File: src/rtl/timer_pkg.sv
// Shared definitions for the round-robin timer arbiter: FSM state encoding
// and an index-width helper.
package timer_pkg;

    localparam logic [1:0] IDLE = 2'd0;
    localparam logic [1:0] RUN  = 2'd1;
    localparam logic [1:0] COOL = 2'd2;

    // Number of bits needed to index n requesters (minimum 1).
    function automatic int unsigned idx_width(input int unsigned n);
        int unsigned w;
        w = 1;
        while ((32'd1 << w) < n) begin
            w = w + 1;
        end
        return w;
    endfunction

endpackage

File: src/rtl/rr_pick.sv
// Combinational round-robin picker: returns the first set request bit at or
// after the pointer, wrapping modulo N.
module rr_pick #(
    parameter int unsigned N  = 4,
    parameter int unsigned IW = 2
) (
    input  logic [N-1:0]  req,
    input  logic [IW-1:0] ptr,
    output logic          found,
    output logic [IW-1:0] idx
);

    // Scan candidates ptr, ptr+1, ... in priority order; first hit wins.
    always_comb begin
        found = 1'b0;
        idx   = '0;
        for (int unsigned i = 0; i < N; i++) begin
            int unsigned  s;
            logic [IW-1:0] c;
            s = 32'(ptr) + i;
            if (s >= N) begin
                s = s - N;
            end
            c = IW'(s);
            if (!found && req[c]) begin
                found = 1'b1;
                idx   = c;
            end
        end
    end

endmodule

File: src/rtl/timer_arbiter.sv
// Shares one down-counter between N requesters. A granted requester's value
// is loaded, counted to zero, and a one-cycle done pulse returned. A single
// COOL cycle after each ownership lets clients lower req before re-arbitration.
module timer_arbiter
    import timer_pkg::*;
#(
    parameter int unsigned W  = 8,
    parameter int unsigned N  = 4,
    parameter int unsigned IW = 2
) (
    input  logic            clock,
    input  logic            reset,
    input  logic [N-1:0]    req,
    input  logic [N*W-1:0]  value,
    output logic [N-1:0]    grant,
    output logic [N-1:0]    done,
    output logic            busy,
    output logic [IW-1:0]   owner
);

    logic [1:0]    state_q, state_d;
    logic [W-1:0]  cnt_q, cnt_d;
    logic [IW-1:0] owner_q, owner_d;
    logic [IW-1:0] ptr_q, ptr_d;
    logic [N-1:0]  grant_q, grant_d;
    logic [N-1:0]  done_q, done_d;

    logic          pick_found;
    logic [IW-1:0] pick_idx;

    rr_pick #(
        .N  (N),
        .IW (IW)
    ) u_pick (
        .req   (req),
        .ptr   (ptr_q),
        .found (pick_found),
        .idx   (pick_idx)
    );

    // Next-state logic for the FSM, counter, pointer and output registers.
    always_comb begin
        state_d = state_q;
        cnt_d   = cnt_q;
        owner_d = owner_q;
        ptr_d   = ptr_q;
        grant_d = grant_q;
        done_d  = '0;
        case (state_q)
            IDLE: begin
                if (pick_found) begin
                    grant_d           = '0;
                    grant_d[pick_idx] = 1'b1;
                    owner_d           = pick_idx;
                    cnt_d             = value[32'(pick_idx) * W +: W];
                    state_d           = RUN;
                end
            end
            RUN: begin
                // Abort wins over expiry when both happen in the same cycle.
                if (!req[owner_q]) begin
                    grant_d = '0;
                    state_d = COOL;
                end else if (cnt_q == '0) begin
                    done_d[owner_q] = 1'b1;
                    grant_d         = '0;
                    state_d         = COOL;
                end else begin
                    cnt_d = cnt_q - 1'b1;
                end
            end
            COOL: begin
                ptr_d   = (owner_q == IW'(N - 1)) ? '0 : owner_q + 1'b1;
                state_d = IDLE;
            end
            default: begin
                grant_d = '0;
                state_d = IDLE;
            end
        endcase
    end

    // State registers with synchronous reset.
    always_ff @(posedge clock) begin
        if (reset) begin
            state_q <= IDLE;
            cnt_q   <= '0;
            owner_q <= '0;
            ptr_q   <= '0;
            grant_q <= '0;
            done_q  <= '0;
        end else begin
            state_q <= state_d;
            cnt_q   <= cnt_d;
            owner_q <= owner_d;
            ptr_q   <= ptr_d;
            grant_q <= grant_d;
            done_q  <= done_d;
        end
    end

    assign grant = grant_q;
    assign done  = done_q;
    assign busy  = (state_q == RUN);
    assign owner = owner_q;

endmodule

File: config.mk
export PLATFORM = sky130hd
export DESIGN_NAME = timer_arbiter
export DESIGN_NICKNAME = d
export VERILOG_FILES = /design/src/rtl/timer_pkg.sv /design/src/rtl/rr_pick.sv /design/src/rtl/timer_arbiter.sv
export SDC_FILE = /design/constraint.sdc
export NUM_CORES = 1
export LEC_CHECK = 0
export CAP_MARGIN = 20
export CORE_ASPECT_RATIO = 2
export CORE_MARGIN = 2
export CORE_UTILIZATION = 50
export CTS_CLUSTER_DIAMETER = 60
export CTS_CLUSTER_SIZE = 28
export DETAILED_ROUTE_END_ITERATION = 10
export PLACE_DENSITY = 0.84
export SETUP_SLACK_MARGIN = 0.2
export SYNTH_ARGS = -nofsm -noshare
export SYNTH_HDL_FRONTEND = slang
export SYNTH_SLANG_ARGS = --single-unit
File: constraint.sdc
create_clock -name clock -period 3.3 [get_ports clock]
set_input_delay 0.825 -clock clock [delete_from_list [all_inputs] [get_ports clock]]
set_output_delay 0.825 -clock clock [all_outputs]
set_load 0.02 [all_outputs]
=== Word level (Yosys, flattened, before mapping) ===
Index checks and enable logic that the tools add are counted.

* Add/sub/neg operators: 9
* Magnitude comparators: 12
* Eq/ne operators: 7
* Shift-type cells: 1
* Mux-type cells: 39
* Bitwise logic cells: 4
* Reduce and logical (&&, ||, !) cells: 16

{| class="wikitable"
|+ Operators by type and width
! operator !! count
|-
| $shiftx 32x6->8 || 1
|-
| $mux 2 || 12
|-
| $mux 8 || 3
|-
| $lt 2x3->1 const B || 6
|-
| $pmux 8 s2 || 1
|-
| $mux 4 || 3
|-
| $pmux 4 s3 || 1
|-
| $mux 1 || 11
|-
| $bmux 1 s2 || 5
|-
| $ge 3x3->1 const B || 3
|-
| $logic_not 8->1 || 1
|-
| $sub 2x1->2 const B || 4
|-
| $sub 8x1->8 const B || 1
|-
| $add 2x2->3 const B || 2
|-
| $logic_and 1x1->1 || 5
|-
| $demux 1 s2 || 2
|-
| $eq 2x2->1 const B || 2
|-
| $ge 2x1->1 const B || 2
|-
| $ne 2x2->1 const B || 2
|-
| $not 1->1 || 4
|-
| $pmux 2 s2 || 1
|-
| $reduce_and 2->1 || 2
|-
| $reduce_and 4->1 || 1
|-
| $reduce_or 4->1 || 1
|-
| other kinds (10) || 12
|}

* Bits in registers: 22
* Input bits: 38
* Output and inout port bits: 11
* Word-level logic and storage cells: 94

=== Longest topological paths before layout ===
* Depth after elaboration: 20
* Gate-level depth with buffers: 7
* Depth with buffers taken out: 7

=== Cells and area by module ===
A second synthesis with hierarchy kept.

* Cells, all modules: 148
* Area total of the unflattened synthesis: 1373.8 um^2

{| class="wikitable"
|+ By module, submodules not included
! module !! times used !! cells each !! area an instance (um^2)
|-
| timer_arbiter || 1 || 133 || 1296.2
|-
| rr_pick || 1 || 15 || 77.6
|}

=== Worst setup path after synthesis ===
No wires, ideal clock.

* Path type: in2reg
* Start: in req[0]
* End: reg cnt_q[1]
* Data arrival time: 1.944 ns
* Data required time: 3.180 ns
* Slack: 1.236 ns
* Stages: 5
* Path buffers: 0
* Cells stage by stage: and2_1 > and2_1 > nor3_1 > a211oi_1 > o31a_1

* Word-level cells in the longest chain between the ends: 15
* Elaborated cells between the ends (all ways): 30

{| class="wikitable"
|+ Ends and longest elaborated chain
! item !! line !! text
|-
| from (decl) || timer_arbiter.sv:13 || <nowiki>input logic [N-1:0] req,</nowiki>
|-
| $bmux 1 s2 || rr_pick.sv:25 || <nowiki>if (!found && req[c]) begin</nowiki>
|-
| $mux 1 (implied by the code) || rr_pick.sv:25 ||
|-
| $mux 1 || rr_pick.sv:25 ||
|-
| $logic_not 1->1 || rr_pick.sv:25 ||
|-
| $logic_and 1x1->1 || rr_pick.sv:25 ||
|-
| $mux 1 || rr_pick.sv:25 ||
|-
| $logic_not 1->1 || rr_pick.sv:25 ||
|-
| $logic_and 1x1->1 || rr_pick.sv:25 ||
|-
| $mux 1 || rr_pick.sv:25 ||
|-
| $logic_not 1->1 || rr_pick.sv:25 ||
|-
| $logic_and 1x1->1 || rr_pick.sv:25 ||
|-
| $mux 2 || rr_pick.sv:25 ||
|-
| $shiftx 32x6->8 || timer_arbiter.sv:55 || <nowiki>cnt_d = value[32'(pick_idx) * W +: W];</nowiki>
|-
| $mux 8 || timer_arbiter.sv:51 || <nowiki>if (pick_found) begin</nowiki>
|-
| $pmux 8 s2 || timer_arbiter.sv:49 || <nowiki>case (state_q)</nowiki>
|-
| to (signal assigned) || timer_arbiter.sv:94 || <nowiki>cnt_q <= cnt_d;</nowiki>
|-
| to (decl) || timer_arbiter.sv:22 || <nowiki>logic [W-1:0] cnt_q, cnt_d;</nowiki>
|}

Several ways; a longest one is shown, not always the timed one. The select of a mux whose other input is x is not followed.
A chain may end at the register's enable or synchronous reset.

=== Worst setup path after layout ===
* Start: reg state_q[0]
* End: out busy

* Word-level cells in the longest chain between the ends: 1

{| class="wikitable"
|+ Ends and longest elaborated chain
! item !! line !! text
|-
| from (decl) || timer_arbiter.sv:21 || <nowiki>logic [1:0] state_q, state_d;</nowiki>
|-
| from (signal assigned) || timer_arbiter.sv:93 || <nowiki>state_q <= state_d;</nowiki>
|-
| $eq 2x1->1 || timer_arbiter.sv:104 || <nowiki>assign busy = (state_q == RUN);</nowiki>
|-
| to (decl) || timer_arbiter.sv:17 || <nowiki>output logic busy,</nowiki>
|}

No other way between the ends.

==> flow_summary.yaml <==
outcome:
  outcome: "finished clean"
sta:
  period_needed_ns: 2.60
  whs_ns: 0.515
  tns_ns: 0
  relSlewSlack: 0.667
  rsz0062_at_grt: "no"
  clock_skew_ns: 0.00747
  finalSetupViolCount: 0
  finalHoldViolations: 0
  fmax_mhz: 385
  worst_pin_slew_ns: 0.499
  finalCritPeriodShare: 0.788
  fin_ws_ns: 0.701
  final-max-slew-violation-count: 0
critical_path:
  worstPathRequired_ns: 2.47
  path_class: "register to output pin"
  crit_fanout: 14
  worstPathArrival_ns: 1.77
  crit_path_end_kind: "output pin"
  ff2ff_setup_slack_ns: 1.28
  cp-start-kind: "register"
placed_design:
  placed_cells: 260
  preCtsSetupSlack_ns: 0.531
  gp_congestion: 0.927
  post_dp_cell_area_um2: 2050
  hpwl_mm: 3.56
  port_buffers: 48
floorplanning:
  fp-row-count: 28
  die_w_um: 43.1
  die-area_um2: 3550
  die_height_um: 82.3
  core-area_um2: 2940
  start_util: 0.520
  ios: 49
clocking:
  cts_hold_buf: 0
  cts_tree: "yes"
  clk_pin_slew_ns: 0.08
  cts-resized-gates: 0
  clock_latency_ns: 0.27
  clock_path_buffers: 2
  cts_sinks: 22
  ctsHtreeMaxLevel: 1
  numCtsBuffers: 3
  root_buffer: "clkbuf_8"
  post_cts_buffers: 0
detailed_routing:
  drt_iter0_markers: 55
  route.top_layer_used: "met4"
  routed_wirelength_mm: 4.54
  first_pass_iters: 4
  wl_met1_mm: 1.71
  wl_per_cell_um: 17.2
  wl_met3_um: 205
  wl_met2_mm: 2.47
  num_vias: 1690
  routed_via_density: 6.40
  antenna_left: 0
  drc: 0
cells_and_area:
  nNetsFinal: 279
  fillCellCount: 238
  fin_cells: 264
  drive_above_1_share: 0.0940
  postLayoutCellArea_um2: 2120
  fin_util: 0.722
  synthToLayoutAreaGrowth_pct: 38.6
  diodes: 0
power:
  intPower_mw: 0.659
  power_frac_clock: 0.249
  netSwitchingPower_mw: 0.360
  switching_share: 0.353
  power_frac_comb: 0.415
  p_leak_nw: 0.776
  finalPower_mw: 1.02
  ir_worst_vdd_uv: 296
  power.share.sequential: 0.336
  power_density_nw_per_um2: 480
yosys:
  synthCells: 185
  synthMuxAreaShare: 0.0278
  ys_top_cells_by_area: "dfxtp_1, ha_1, a211oi_1, nor2_1, nor3_1"
  syn_area_um2: 1530
  syn_area_per_cell_um2: 8.28
  synthesis.nets: 229
  yosysWarnings: 0
  yosys.area.top_type: "dfxtp_1"
  synth_ff_type: "dfxtp_1"
  synth-edff-count: 0
  synth_top_family_by_area: "compound AO/OA/AOI/OAI gates"
  synth-xor-area-share: 0.00572
  synth_compound_area_frac: 0.328
  ys_seq_elements: 22
  synth.top_cell.area_share: 0.288
  synth-simple-area-share: 0.262
  ys_types: 52
  yosysSeqAreaShare: 0.288
  ys_async_sr_fraction: 0
  synth_fa_ha_area_frac: 0.0490
global_route:
  antenna_found_initial: 0
  grt_pass1_wl_mm: 7.26
  grt_max_degree: 15
  grtUsageTotal: 0.268
  grt_remaining_overflow: 0
  grt_pass1_vias: 1687
hold_path:
  hold_class: "register to register"
flow_run:
  drv_cap: 0
synthesized netlist by cell type (5+ instances only):
cell	n
nand2b_1	5
nor2_1	13
and2_1	6
nand3_1	7
a21oi_1	8
inv_1	6
dfxtp_1	22
o21ai_0	7
a21boi_0	6
nand2_1	11
a211o_1	5
nor3_1	9
a211oi_1	8
ha_1	6
path summary, 6_finish.rpt:
| kind | start | endpoint | cells past startpoint |
|---|---|---|---|
| max reg2reg | cnt_q[0]$_SDFFE_PP0P_ | cnt_q[2]$_SDFFE_PP0P_ | 6 |
| min | grant[0]$_SDFFE_PP0P_ | grant[0]$_SDFFE_PP0P_ | 2 |
| max | state_q[0]$_SDFFE_PP0P_ | busy | 3 |
| min reg2reg | grant[0]$_SDFFE_PP0P_ | grant[0]$_SDFFE_PP0P_ | 2 |
cells in the final DEF, fill, tap and decap left out, types with 2 or more instances in the layout:
| master | instances |
|---|---|
| ha_1 | 6 |
| a21boi_0 | 6 |
| nor2_4 | 2 |
| a211o_1 | 5 |
| mux2i_1 | 2 |
| a31oi_1 | 3 |
| buf_4 | 5 |
| o21ai_0 | 7 |
| a21oi_1 | 8 |
| clkdlybuf4s50_1 | 48 |
| clkbuf_8 | 3 |
| nor2b_1 | 2 |
| dfxtp_1 | 22 |
| a2111oi_0 | 4 |
| nor3_1 | 9 |
| and3_1 | 2 |
| a211oi_1 | 8 |
| nand2_1 | 11 |
| o32ai_1 | 3 |
| nand3b_1 | 3 |
| nor2_1 | 13 |
| o31ai_1 | 3 |
| a22oi_1 | 4 |
| inv_1 | 6 |
| nand2b_1 | 5 |
| nand3_1 | 7 |
| or3_1 | 2 |
| nor4_1 | 3 |
| o22ai_1 | 2 |
| and2_1 | 6 |
| o211ai_1 | 2 |
sequential cells by signal, indices dropped and copies added, names as in the netlist:
name     cells
owner        2
done         4
ptr_q        2
cnt_q        8
grant        4
state_q      2
per-layer routing:
layer,GRT usage,vias up
met5,0,-
met4,0.158,0
met3,0.0174,17
met2,0.491,73
met1,0.291,794
li1,-,806
worst max-delay path, cell delays in order, from the launching register on:
cell             delay [ns]
dfxtp_1                0.45
nand2_1                0.16
inv_2                  0.23
clkdlybuf4s50_1        0.66
cell type report:
class	count	area (um^2)	area share
flip-flops and latches	22	440	0.207
multi-input cells	148	1030	0.485
well taps	30	37.5	0.0177
clock buffers	3	41.3	0.0194
clock inverters	1	30.0	0.0141
repair buffers	53	518	0.244
inverters	7	26.3	0.0124
power groups by stage:
stage               combinational [mW]  clock (mW)  sequential, mW
floorplan                        0.277           0           0.346
global route                     0.455       0.266           0.350
CTS                              0.417       0.256           0.342
finish                           0.423       0.253           0.343
detailed placement               0.411           0           0.348
global placement                 0.405           0           0.345
kinds of logic (layout without fill, tap and decap cells):
group                      count (synthesis)  count (layout)
xor gates and xnor gates                   1               1
and+or+nand+nor                           71              71
DFF                                       22              22
muxes                                      3               3
adders and majority gates                  6               6
buffers and inverters                     15              64
AOI/OAI and AO/OA                         67              67
Note: power is estimated with default switching activity, not from simulation.
